### src/rtl/lc3_irq_pkg.sv
// ---------------------------------------------------------------------------
// lc3_irq_pkg
// Shared types and constants for the LC-3 interrupt arbiter.
//   PRI_W / VEC_W       : widths of the core's INTP and INTV inputs
//   ST_* / state_t      : arbiter FSM encoding (IDLE, LOCK, GAP)
//   CFG_*               : bit positions inside the 16-bit configuration word
//   ch_cfg_t            : decoded per-channel configuration {en, lvl, pri}
//   decode_cfg()        : unpacks a configuration word into ch_cfg_t
// ---------------------------------------------------------------------------
package lc3_irq_pkg;

    localparam int PRI_W = 3;
    localparam int VEC_W = 8;

    localparam logic [1:0] ST_IDLE = 2'd0;
    localparam logic [1:0] ST_LOCK = 2'd1;
    localparam logic [1:0] ST_GAP  = 2'd2;

    typedef enum logic [1:0] {
        IDLE = ST_IDLE,
        LOCK = ST_LOCK,
        GAP  = ST_GAP
    } state_t;

    localparam int CFG_EN_BIT  = 15;
    localparam int CFG_LVL_BIT = 14;
    localparam int CFG_PRI_LSB = 0;

    typedef struct packed {
        logic             en;
        logic             lvl;
        logic [PRI_W-1:0] pri;
    } ch_cfg_t;

    function automatic ch_cfg_t decode_cfg(input logic [15:0] word);
        ch_cfg_t c;
        c.en  = word[CFG_EN_BIT];
        c.lvl = word[CFG_LVL_BIT];
        c.pri = word[CFG_PRI_LSB +: PRI_W];
        return c;
    endfunction

endpackage

### src/rtl/lc3_irq_prio_enc.sv
// ---------------------------------------------------------------------------
// lc3_irq_prio_enc
// Combinational max-priority finder over N {valid, pri} pairs.
//   valid  in  N        : channel participates in the search
//   pri    in  N x 3    : channel priority
//   found  out 1        : at least one valid channel
//   idx    out IW       : index of the winner (lowest index on a tie)
//   pri_o  out 3        : priority of the winner
// ---------------------------------------------------------------------------
module lc3_irq_prio_enc
    import lc3_irq_pkg::*;
#(
    parameter int N  = 8,
    parameter int IW = $clog2(N)
) (
    input  logic [N-1:0]            valid,
    input  logic [N-1:0][PRI_W-1:0] pri,
    output logic                    found,
    output logic [IW-1:0]           idx,
    output logic [PRI_W-1:0]        pri_o
);

    // Scanning upward and replacing only on a strictly greater priority
    // keeps the lowest index among equal-priority candidates.
    always_comb begin
        found = 1'b0;
        idx   = '0;
        pri_o = '0;
        for (int i = 0; i < N; i++) begin
            if (valid[i] && (!found || (pri[i] > pri_o))) begin
                found = 1'b1;
                idx   = IW'(i);
                pri_o = pri[i];
            end
        end
    end

endmodule

### src/rtl/lc3_irq_arbiter.sv
// ---------------------------------------------------------------------------
// lc3_irq_arbiter
// Multi-channel interrupt arbiter driving the LC-3 core's IRQ/INTV/INTP.
// Peripheral request edges are latched as pending; the highest-priority
// enabled pending channel above the CPU priority is granted and held stable
// until the core acknowledges, followed by one idle GAP cycle.
//
// Ports:
//   clk        in   1       system clock
//   rst        in   1       asynchronous active-high reset
//   irq_req    in   NUM_CH  raw request lines (synchronous to clk)
//   cur_pri    in   3       current CPU priority (PSR[10:8])
//   int_ack    in   1       core has taken the interrupt (one-cycle pulse)
//   cfg_we     in   1       configuration write strobe
//   cfg_addr   in   CH_AW   channel selected for the write
//   cfg_wdata  in   16      [15]=enable [14]=level [2:0]=priority
//   IRQ        out  1       interrupt request to the core
//   INTV       out  8       vector of the granted channel (VEC_BASE+idx)
//   INTP       out  3       priority of the granted channel
//
// Build option: define LC3_IRQ_LEVEL_EN to enable per-channel level mode
// (cfg_wdata[14]). Without it every channel is edge-triggered.
// ---------------------------------------------------------------------------
module lc3_irq_arbiter
    import lc3_irq_pkg::*;
#(
    parameter int NUM_CH   = 8,
    parameter int VEC_BASE = 8'h80,
    parameter int CH_AW    = $clog2(NUM_CH)
) (
    input  logic              clk,
    input  logic              rst,
    input  logic [NUM_CH-1:0] irq_req,
    input  logic [PRI_W-1:0]  cur_pri,
    input  logic              int_ack,
    input  logic              cfg_we,
    input  logic [CH_AW-1:0]  cfg_addr,
    input  logic [15:0]       cfg_wdata,
    output logic              IRQ,
    output logic [VEC_W-1:0]  INTV,
    output logic [PRI_W-1:0]  INTP
);

    if (NUM_CH < 2 || NUM_CH > 32 || VEC_BASE + NUM_CH > 256) begin : g_bad_param
        $error("lc3_irq_arbiter: NUM_CH must be 2..32 and VEC_BASE+NUM_CH <= 256");
    end

    ch_cfg_t wr_cfg;
    assign wr_cfg = decode_cfg(cfg_wdata);

    logic unused_cfg_bits;
`ifdef LC3_IRQ_LEVEL_EN
    assign unused_cfg_bits = ^cfg_wdata[13:3];
`else
    assign unused_cfg_bits = ^{cfg_wdata[13:3], wr_cfg.lvl};
`endif

    state_t             state_reg;
    logic               irq_reg;
    logic [VEC_W-1:0]   intv_reg;
    logic [PRI_W-1:0]   intp_reg;
    logic [CH_AW-1:0]   lock_idx_reg;
    logic [NUM_CH-1:0]  irq_req_d_reg;

    logic [NUM_CH-1:0]            rise;
    logic [NUM_CH-1:0]            en_vec;
    logic [NUM_CH-1:0]            pend_vec;
    logic [NUM_CH-1:0]            elig;
    logic [NUM_CH-1:0][PRI_W-1:0] pri_vec;
    logic                         ack_clr;

    assign rise    = irq_req & ~irq_req_d_reg;
    assign ack_clr = (state_reg == LOCK) && int_ack;

    always_ff @(posedge clk or posedge rst) begin
        if (rst) irq_req_d_reg <= '0;
        else     irq_req_d_reg <= irq_req;
    end

`ifdef LC3_IRQ_LEVEL_EN
    logic [NUM_CH-1:0] lvl_vec;
`endif

    genvar gi;
    generate
        for (gi = 0; gi < NUM_CH; gi++) begin : g_ch
            logic             en_reg;
            logic [PRI_W-1:0] pri_reg;
            logic             pend_reg;
            logic             cfg_hit;

            assign cfg_hit = cfg_we && (cfg_addr == CH_AW'(gi));

            always_ff @(posedge clk or posedge rst) begin
                if (rst) begin
                    en_reg  <= 1'b0;
                    pri_reg <= '0;
                end else if (cfg_hit) begin
                    en_reg  <= wr_cfg.en;
                    pri_reg <= wr_cfg.pri;
                end
            end

`ifdef LC3_IRQ_LEVEL_EN
            logic lvl_reg;
            always_ff @(posedge clk or posedge rst) begin
                if (rst)          lvl_reg <= 1'b0;
                else if (cfg_hit) lvl_reg <= wr_cfg.lvl;
            end
            assign lvl_vec[gi] = lvl_reg;
`endif

            // Set beats clear so an edge arriving with the ack is not lost.
            always_ff @(posedge clk or posedge rst) begin
                if (rst)
                    pend_reg <= 1'b0;
`ifdef LC3_IRQ_LEVEL_EN
                else if (lvl_reg)
                    pend_reg <= irq_req[gi];
`endif
                else if (rise[gi])
                    pend_reg <= 1'b1;
                else if (ack_clr && (lock_idx_reg == CH_AW'(gi)))
                    pend_reg <= 1'b0;
            end

            assign en_vec[gi]   = en_reg;
            assign pend_vec[gi] = pend_reg;
            assign pri_vec[gi]  = pri_reg;
            assign elig[gi]     = pend_reg && en_reg && (pri_reg > cur_pri);
        end
    endgenerate

    logic               win_found;
    logic [CH_AW-1:0]   win_idx;
    logic [PRI_W-1:0]   win_pri;
    logic [VEC_W-1:0]   win_vec;

    lc3_irq_prio_enc #(
        .N  (NUM_CH),
        .IW (CH_AW)
    ) u_prio_enc (
        .valid (elig),
        .pri   (pri_vec),
        .found (win_found),
        .idx   (win_idx),
        .pri_o (win_pri)
    );

    assign win_vec = VEC_W'(VEC_BASE) + VEC_W'(win_idx);

    // The disable is taken from the write itself so the grant drops on the
    // cycle right after the write rather than one cycle later.
    logic withdraw;
`ifdef LC3_IRQ_LEVEL_EN
    assign withdraw = (cfg_we && (cfg_addr == lock_idx_reg) && !wr_cfg.en)
                   || (cur_pri >= intp_reg)
                   || (lvl_vec[lock_idx_reg] && !irq_req[lock_idx_reg]);
`else
    assign withdraw = (cfg_we && (cfg_addr == lock_idx_reg) && !wr_cfg.en)
                   || (cur_pri >= intp_reg);
`endif

    logic unused_state_bits;
    assign unused_state_bits = ^{en_vec, pend_vec};

    always_ff @(posedge clk or posedge rst) begin
        if (rst) begin
            state_reg    <= IDLE;
            irq_reg      <= 1'b0;
            intv_reg     <= '0;
            intp_reg     <= '0;
            lock_idx_reg <= '0;
        end else begin
            case (state_reg)
                IDLE: begin
                    if (win_found) begin
                        irq_reg      <= 1'b1;
                        intv_reg     <= win_vec;
                        intp_reg     <= win_pri;
                        lock_idx_reg <= win_idx;
                        state_reg    <= LOCK;
                    end
                end
                LOCK: begin
                    // Ack has precedence over a simultaneous withdrawal.
                    if (int_ack) begin
                        irq_reg   <= 1'b0;
                        state_reg <= GAP;
                    end else if (withdraw) begin
                        irq_reg   <= 1'b0;
                        state_reg <= IDLE;
                    end
                end
                GAP: begin
                    state_reg <= IDLE;
                end
                default: begin
                    irq_reg   <= 1'b0;
                    state_reg <= IDLE;
                end
            endcase
        end
    end

    assign IRQ  = irq_reg;
    assign INTV = intv_reg;
    assign INTP = intp_reg;

endmodule

### config.mk
export PLATFORM = sky130hd
export DESIGN_NAME = lc3_irq_arbiter
export DESIGN_NICKNAME = d
export VERILOG_FILES = /design/src/rtl/lc3_irq_pkg.sv /design/src/rtl/lc3_irq_prio_enc.sv /design/src/rtl/lc3_irq_arbiter.sv
export SDC_FILE = /design/constraint.sdc
export NUM_CORES = 1
export LEC_CHECK = 0
export CORE_ASPECT_RATIO = 1.75
export CORE_MARGIN = 2
export CORE_UTILIZATION = 50
export DETAILED_ROUTE_END_ITERATION = 8
export PLACE_DENSITY_LB_ADDON = 0.25
export SLEW_MARGIN = 10
export SYNTH_ARGS = -nofsm -noshare
export SYNTH_HDL_FRONTEND = slang
export SYNTH_HIERARCHICAL = 1
export SYNTH_SLANG_ARGS = --single-unit
export TNS_END_PERCENT = 20
### constraint.sdc
create_clock -name clk -period 11.88 [get_ports clk]
set_clock_uncertainty 0.15 [all_clocks]
set_input_delay 3.564 -clock clk [delete_from_list [all_inputs] [get_ports clk]]
set_output_delay 3.564 -clock clk [all_outputs]
set_load 0.03 [all_outputs]
### Word-level counts from Yosys, hierarchy flattened

Cells that the tools add are included.

| word-level totals | value |
|---|---|
| bits of input ports | 34 |
| bits in registers | 65 |
| output and inout bits | 12 |
| logic and storage cells | 188 |

| cells by class | value |
|---|---|
| bitwise logic cells | 3 |
| eq/ne operators | 19 |
| add/sub/neg operators | 1 |
| order comparisons | 16 |
| muxes and demuxes | 47 |
| reductions and logical operators | 72 |

Operators by type and width:

| kind | count |
|---|---|
| $gt A3 B3 Y1 | 15 |
| $logic_and A1 B1 Y1 | 42 |
| $mux W3 | 12 |
| $mux W1 | 28 |
| $eq A3 B3 Y1 const B | 8 |
| $reduce_bool A2 Y1 | 8 |
| $eq A3 B2 Y1 const B | 4 |
| $mux W2 | 5 |
| $add A8 B3 Y8 const A | 1 |
| $and A8 B8 Y8 | 1 |
| $logic_not A1 Y1 | 8 |
| $logic_or A1 B1 Y1 | 8 |
| $not A8 Y8 | 1 |
| $eq A3 B1 Y1 const B | 2 |
| $logic_not A3 Y1 | 2 |
| $pmux W2 S2 | 1 |
| $reduce_and A2 Y1 | 2 |
| $eq A3 B3 Y1 | 1 |
| $ge A3 B3 Y1 | 1 |
| $ne A3 B3 Y1 const B | 1 |
| $pmux W1 S3 | 1 |
| $reduce_and A3 Y1 | 1 |
| $eq A2 B1 Y1 const B | 1 |
| $eq A2 B2 Y1 const B | 1 |
| 3 further kinds | 3 |

### Logic depth before layout (Yosys ltp)

| depth | value |
|---|---|
| word-level depth | 33 |
| depth in mapped cells | 53 |

### Hierarchy

The synthesis kept the hierarchy.

By module, submodules not included:

| module | sequential area each (um2) | times used | area an instance (um2) | cells each |
|---|---|---|---|---|
| lc3_irq_arbiter | 1,451.4 | 1 | 2,959.1 | 251 |
| lc3_irq_prio_enc | 0.0 | 1 | 1,171.1 | 156 |

### Worst setup path after synthesis

Ideal clock, no wire load.

| path | value |
|---|---|
| path kind | input-to-reg |
| start point | input port cur_pri[1] |
| end point | register lock_idx_reg[0] |
| arrival time | 12,631 ps |
| stages | 50 |
| setup slack | -1,026 ps |
| path buffers | 3 |
| cells stage by stage | inv_1 > ha_1 > nor2b_1 > o21ai_0 > a21oi_1 > buf_2 > nand2_1 > ha_1 > and3b_1 > o21a_1 > a21oi_1 > nor2_1 > ha_1 > nor2b_1 > o311a_1 > o21a_2 > o32a_1 > ha_1 > (+14 left out) > a31oi_1 > buf_6 > nor2_1 > a21o_1 > ha_1 > a21oi_1 > a32oi_1 > o21a_4 > or2_4 > o22ai_2 > o21bai_1 > ha_1 > a21oi_1 > o21a_1 > nor2_1 > a21oi_1 > o311ai_1 > mux2_2 |

| on the way | value |
|---|---|
| elaborated cells between the ends (all ways) | 67 |

RTL lines:

| element | line | RTL |
|---|---|---|
| start, declared | lc3_irq_arbiter.sv:34 | `input logic [PRI_W-1:0] cur_pri,` |
| $gt A3 B3 Y1 * | lc3_irq_arbiter.sv:130 | `assign elig[gi] = pend_reg && en_reg && (pri_reg > cur_pri);` |
| $logic_and A1 B1 Y1 * | lc3_irq_arbiter.sv:130 |  |
| net elig[0] | lc3_irq_arbiter.sv:68 | `logic [NUM_CH-1:0] elig;` |
| $mux W3 or $mux W1 (tied branches) | lc3_irq_prio_enc.sv:30 | `if (valid[i] && (!found \|\| (pri[i] > pri_o))) begin` |
| $gt A3 B3 Y1 or $logic_not A1 Y1 (tied branches) | lc3_irq_prio_enc.sv:30 |  |
| $logic_or A1 B1 Y1 | lc3_irq_prio_enc.sv:30 |  |
| $logic_and A1 B1 Y1 | lc3_irq_prio_enc.sv:30 |  |
| $mux W3 or $mux W1 (tied branches) | lc3_irq_prio_enc.sv:30 |  |
| (+17 left out) | -- |  |
| $logic_or A1 B1 Y1 | lc3_irq_prio_enc.sv:30 |  |
| $logic_and A1 B1 Y1 | lc3_irq_prio_enc.sv:30 |  |
| $mux W3 or $mux W1 (tied branches) | lc3_irq_prio_enc.sv:30 |  |
| $gt A3 B3 Y1 or $logic_not A1 Y1 (tied branches) | lc3_irq_prio_enc.sv:30 |  |
| $logic_or A1 B1 Y1 | lc3_irq_prio_enc.sv:30 |  |
| $logic_and A1 B1 Y1 | lc3_irq_prio_enc.sv:30 |  |
| $mux W3 * | lc3_irq_prio_enc.sv:30 |  |
| net win_idx[0] | lc3_irq_arbiter.sv:135 | `logic [CH_AW-1:0] win_idx;` |
| end signal, assigned | lc3_irq_arbiter.sv:181 | `lock_idx_reg <= win_idx;` |
| end, declared | lc3_irq_arbiter.sv:62 | `logic [CH_AW-1:0] lock_idx_reg;` |

Mark *: on every way through the listed nets, which the timed path passes. The rest lies on a longest branch.
A chain may end at the register's enable or synchronous reset.

### Final worst setup path

Ends and elaborated chain as after synthesis.

==> PnR_summary.wiki <==
{| class="wikitable"
! Metric !! Value
|-
| Result of the run || finished, violations left
|-
| Violations in the final reports || setup timing
|-
| Max-cap violations || 0
|-
| Iteration-0 DRC Markers || 205
|-
| Average routed wire per standard cell || between 15 and 20 microns
|-
| Worst supply voltage drop on vdd || around 0.22 mV
|-
| Die H || around 120 microns
|-
| Total detailed-routing wirelength || about 11 mm
|-
| Number of global-route vias before repair || ~3600
|-
| Power density over cell area || between 200 and 250 nW/um^2
|-
| Transition at the pin with the smallest max-transition slack || about 720 ps
|-
| Flip-flop count of the largest register, all copies and words added || 24
|-
| Final design utilization || 0.6860
|-
| H-tree Lvls || 3
|-
| Arrival time at the worst endpoint || around 13000 ps
|-
| Effective utilization at floorplan || 0.5187
|-
| Placeable core area || between 7000 and 8000 sq um
|-
| Slowest Stage Delay on Critical Path || ~340 ps
|-
| Top flip-flop cell by instance count after synthesis || sky130_fd_sc_hd__dfrtp_1
|-
| Antenna Diode Count || 0
|-
| Setup repair after global routing missed its margin || yes
|-
| Average cell area after synthesis || roughly 10 sq um
|-
| Largest net degree at the start of global routing || between 50 and 60
|-
| Hold slack final || about 270 ps
|-
| Clock latency on the worst-skew pair || approximately 320 ps
|-
| Placed insts || 560
|-
| Nets@finish || 578
|-
| Synthesized netlist cell count || about 410
|-
| Cell type with the highest aggregate area in the netlist || sky130_fd_sc_hd__dfrtp_1
|-
| Class of the worst hold path || register to register
|-
| Ys async rst share || 1.000
|-
| Startpoint-to-endpoint class of the critical path || input pin to register
|-
| Hold buffers post-CTS || 0
|-
| Area enclosed by the die boundary || ~9000 sq um
|-
| Headroom to the max-slew limit || 0.5168
|-
| Ports placed on the boundary || 46
|-
| TritonCTS clock tree || built
|-
| CTS buffer count || 9
|-
| Placed inst area || roughly 4900 sq um
|-
| Crit path max-delay cell type || sky130_fd_sc_hd__ha_1
|-
| Post-route clock period utilization || 1.062
|-
| Data required time at the worst endpoint || about 12000 ps
|-
| Die Span X || between 70 and 80 microns
|-
| Category of the worst setup path capture point || register
|-
| Critical path fanouts, max || 7
|-
| Most used standard cells in the synthesized netlist || sky130_fd_sc_hd__dfrtp_1 (58), sky130_fd_sc_hd__ha_1 (48), sky130_fd_sc_hd__inv_1 (39)
|-
| Number of antenna violations at the first check in global routing || 0
|-
| Total track usage || 0.2492
|-
| Final-report hold violation count || 0
|-
| Synth area leaders || sky130_fd_sc_hd__dfrtp_1 (35%), sky130_fd_sc_hd__ha_1 (15%), sky130_fd_sc_hd__mux2_2 (10%), sky130_fd_sc_hd__inv_1 (3.5%), sky130_fd_sc_hd__o21ai_0 (3.5%)
|-
| Via Count || around 3500
|-
| Final number of max-transition violations || 0
|-
| Number of standard cells in the layout, taps in and fillers out || approximately 590
|-
| Highest clock rate || 79.28 MHz
|-
| P&R area growth vs syn || 32.26%
|-
| Unique masters post-synth || 68
|-
| Detailed-placement wirelength estimate || between 7 and 8 mm
|-
| Period minus WS final || 12610 ps
|-
| Final ANT Viol Nets || 0
|-
| Area of all placed cells without fillers || about 5500 sq um
|-
| CTS Root Buffer Type || sky130_fd_sc_hd__clkbuf_16
|-
| First-pass DRT Iterations || 4
|-
| Number of buffers on the longest clock path || 2
|-
| Fraction of post-synthesis cell area in the top cell type by area || 0.3514
|-
| Number of synthesized register bits || between 50 and 60
|-
| Final worst setup slack || -733.4 ps
|-
| Total overflow reported by the global router || 0
|-
| Number of enable flip-flop cells after synthesis || 0
|-
| Startpoint kind of the worst setup timing path || input pin
|-
| Sinks on Clock Net || 58
|-
| Sequential cell area fraction in the yosys report || 0.3514
|-
| Library cell with the highest instance count after synthesis || sky130_fd_sc_hd__dfrtp_1
|-
| Number of setup violations in the final report || 6
|-
| Layout cell share with drive strength beyond 1 || 0.3513
|-
| Final routed DRC violation total || 0
|-
| Yosys warning total || 6
|-
| Via density per instance || between 5 and 6
|-
| Count of fill cells added during filler insertion || just under 600
|-
| Clock-pin slew reported for the worst setup and hold paths after clock tree synthesis || approximately 50 ps
|-
| Standard-cell rows || between 40 and 50
|-
| Wire length of the first global-routing pass || around 17 mm
|-
| Final weighted congestion in routability-driven placement || approximately 0.90
|-
| Number of buffers added on ports || 29
|-
| Static leakage || 2.430 nW
|-
| Area of the mapped netlist || 4130 sq um
|}
report_power, final:
part	total (mW)	internal [mW]	switching, mW
sequential	0.304	0.245	0.0586
clock	0.238	0.157	0.0807
combinational	0.808	0.406	0.402
cells by family (layout without fill, tap and decap cells):
family / count (synthesis) / in the layout / synth area share
AND/OR/NAND/NOR: 110 / 110 / 0.1669
AO/OA/AOI/OAI: 99 / 99 / 0.1709
flip-flops: 58 / 58 / 0.3514
buffers and inverters: 51 / 142 / 0.05725
adder cells (fa/ha/maj): 48 / 48 / 0.1454
multiplexers: 37 / 37 / 0.1009
XOR/XNOR: 3 / 3 / 0.006363
other: 1 / 4 / 0.0009079
stage by stage:
step / setup TNS [ps] / worst slack (ps) / power (mW)
5_1_grt: -6709 / -1189 / 1.445
2_1_floorplan: -4085 / -728.8 / 0.7796
4_1_cts: -3386 / -610.6 / 1.311
3_5_place_dp: -11740 / -2014 / 1.003
3_3_place_gp: -10660 / -1815 / 0.9726
6_report: -3871 / -733.4 / 1.350
cell usage in the layout (no fill, tap or decap), drive strengths merged, types with 4 or more instances in the layout:
master / synthesis / routed
clkbuf: 1 / 14
nor3b: 6 / 6
nand4b: 4 / 4
nor2: 18 / 18
o21ai: 32 / 32
o21a: 5 / 5
mux2: 37 / 37
nand2b: 7 / 7
buf: 11 / 59
a21oi: 23 / 23
conb: 1 / 4
inv: 39 / 38
nor3: 5 / 5
nand2: 18 / 18
or2: 5 / 5
ha: 48 / 48
clkdlybuf4s50: 0 / 26
nor2b: 12 / 12
o22ai: 5 / 5
dfrtp: 58 / 58
nand3: 23 / 23
metal layers:
metal / vias to the layer above / GRT usage / part of all wire
met5: - / 0 / 0
met4: 0 / 0.1231 / 0.037
met2: 86 / 0.4380 / 0.55
met3: 28 / 0.03971 / 0.032
met1: 1713 / 0.2817 / 0.38
li1: 1664 / - / -
worst paths after layout:
kind | slack [ps] | to | start | depth (start not counted)
max | -730 | lock_idx_reg[0]$_DFFE_PP0P_ | cur_pri[1] | 52
min | 270 | g_ch[2].pend_reg$_DFFE_PP0P_ | irq_req_d_reg[2]$_DFF_PP0_ | 1
max reg2reg | 2310 | lock_idx_reg[0]$_DFFE_PP0P_ | g_ch[0].pri_reg[1]$_DFFE_PP0P_ | 50
min reg2reg | 270 | g_ch[2].pend_reg$_DFFE_PP0P_ | irq_req_d_reg[2]$_DFF_PP0_ | 1
max in group asynchronous | 7480 | state_reg[0]$_DFFE_PP0P_ | rst | 3
min in group asynchronous | 3600 | irq_req_d_reg[1]$_DFF_PP0_ | rst | 3
worst max-delay path: cells and delay by family:
kind	cells	cell delay, ps
AO/OA/AOI/OAI	25	4430
adder cells (fa/ha/maj)	8	2120
buffers and inverters	5	720
multiplexers	1	270
AND/OR/NAND/NOR	13	1540
what timing repair did:
item / CTS / global route
gates resized for setup: 35 / 9
pin swaps: 38 / 5
setup endpoints to repair: 6 / 6
buffers inserted: 12 / 4
layout make-up:
type                    count  area [sq um]  area share
multi-input cells         301          2728      0.4993
flip-flops and latches     58          1451      0.2657
repair buffers             87         737.0      0.1349
clock buffers              14         274.0     0.05016
inverters                  39         150.1     0.02749
well taps                  90         112.6     0.02061
clock inverters             2         10.01    0.001832
Note: power is estimated with default switching activity, not from simulation.
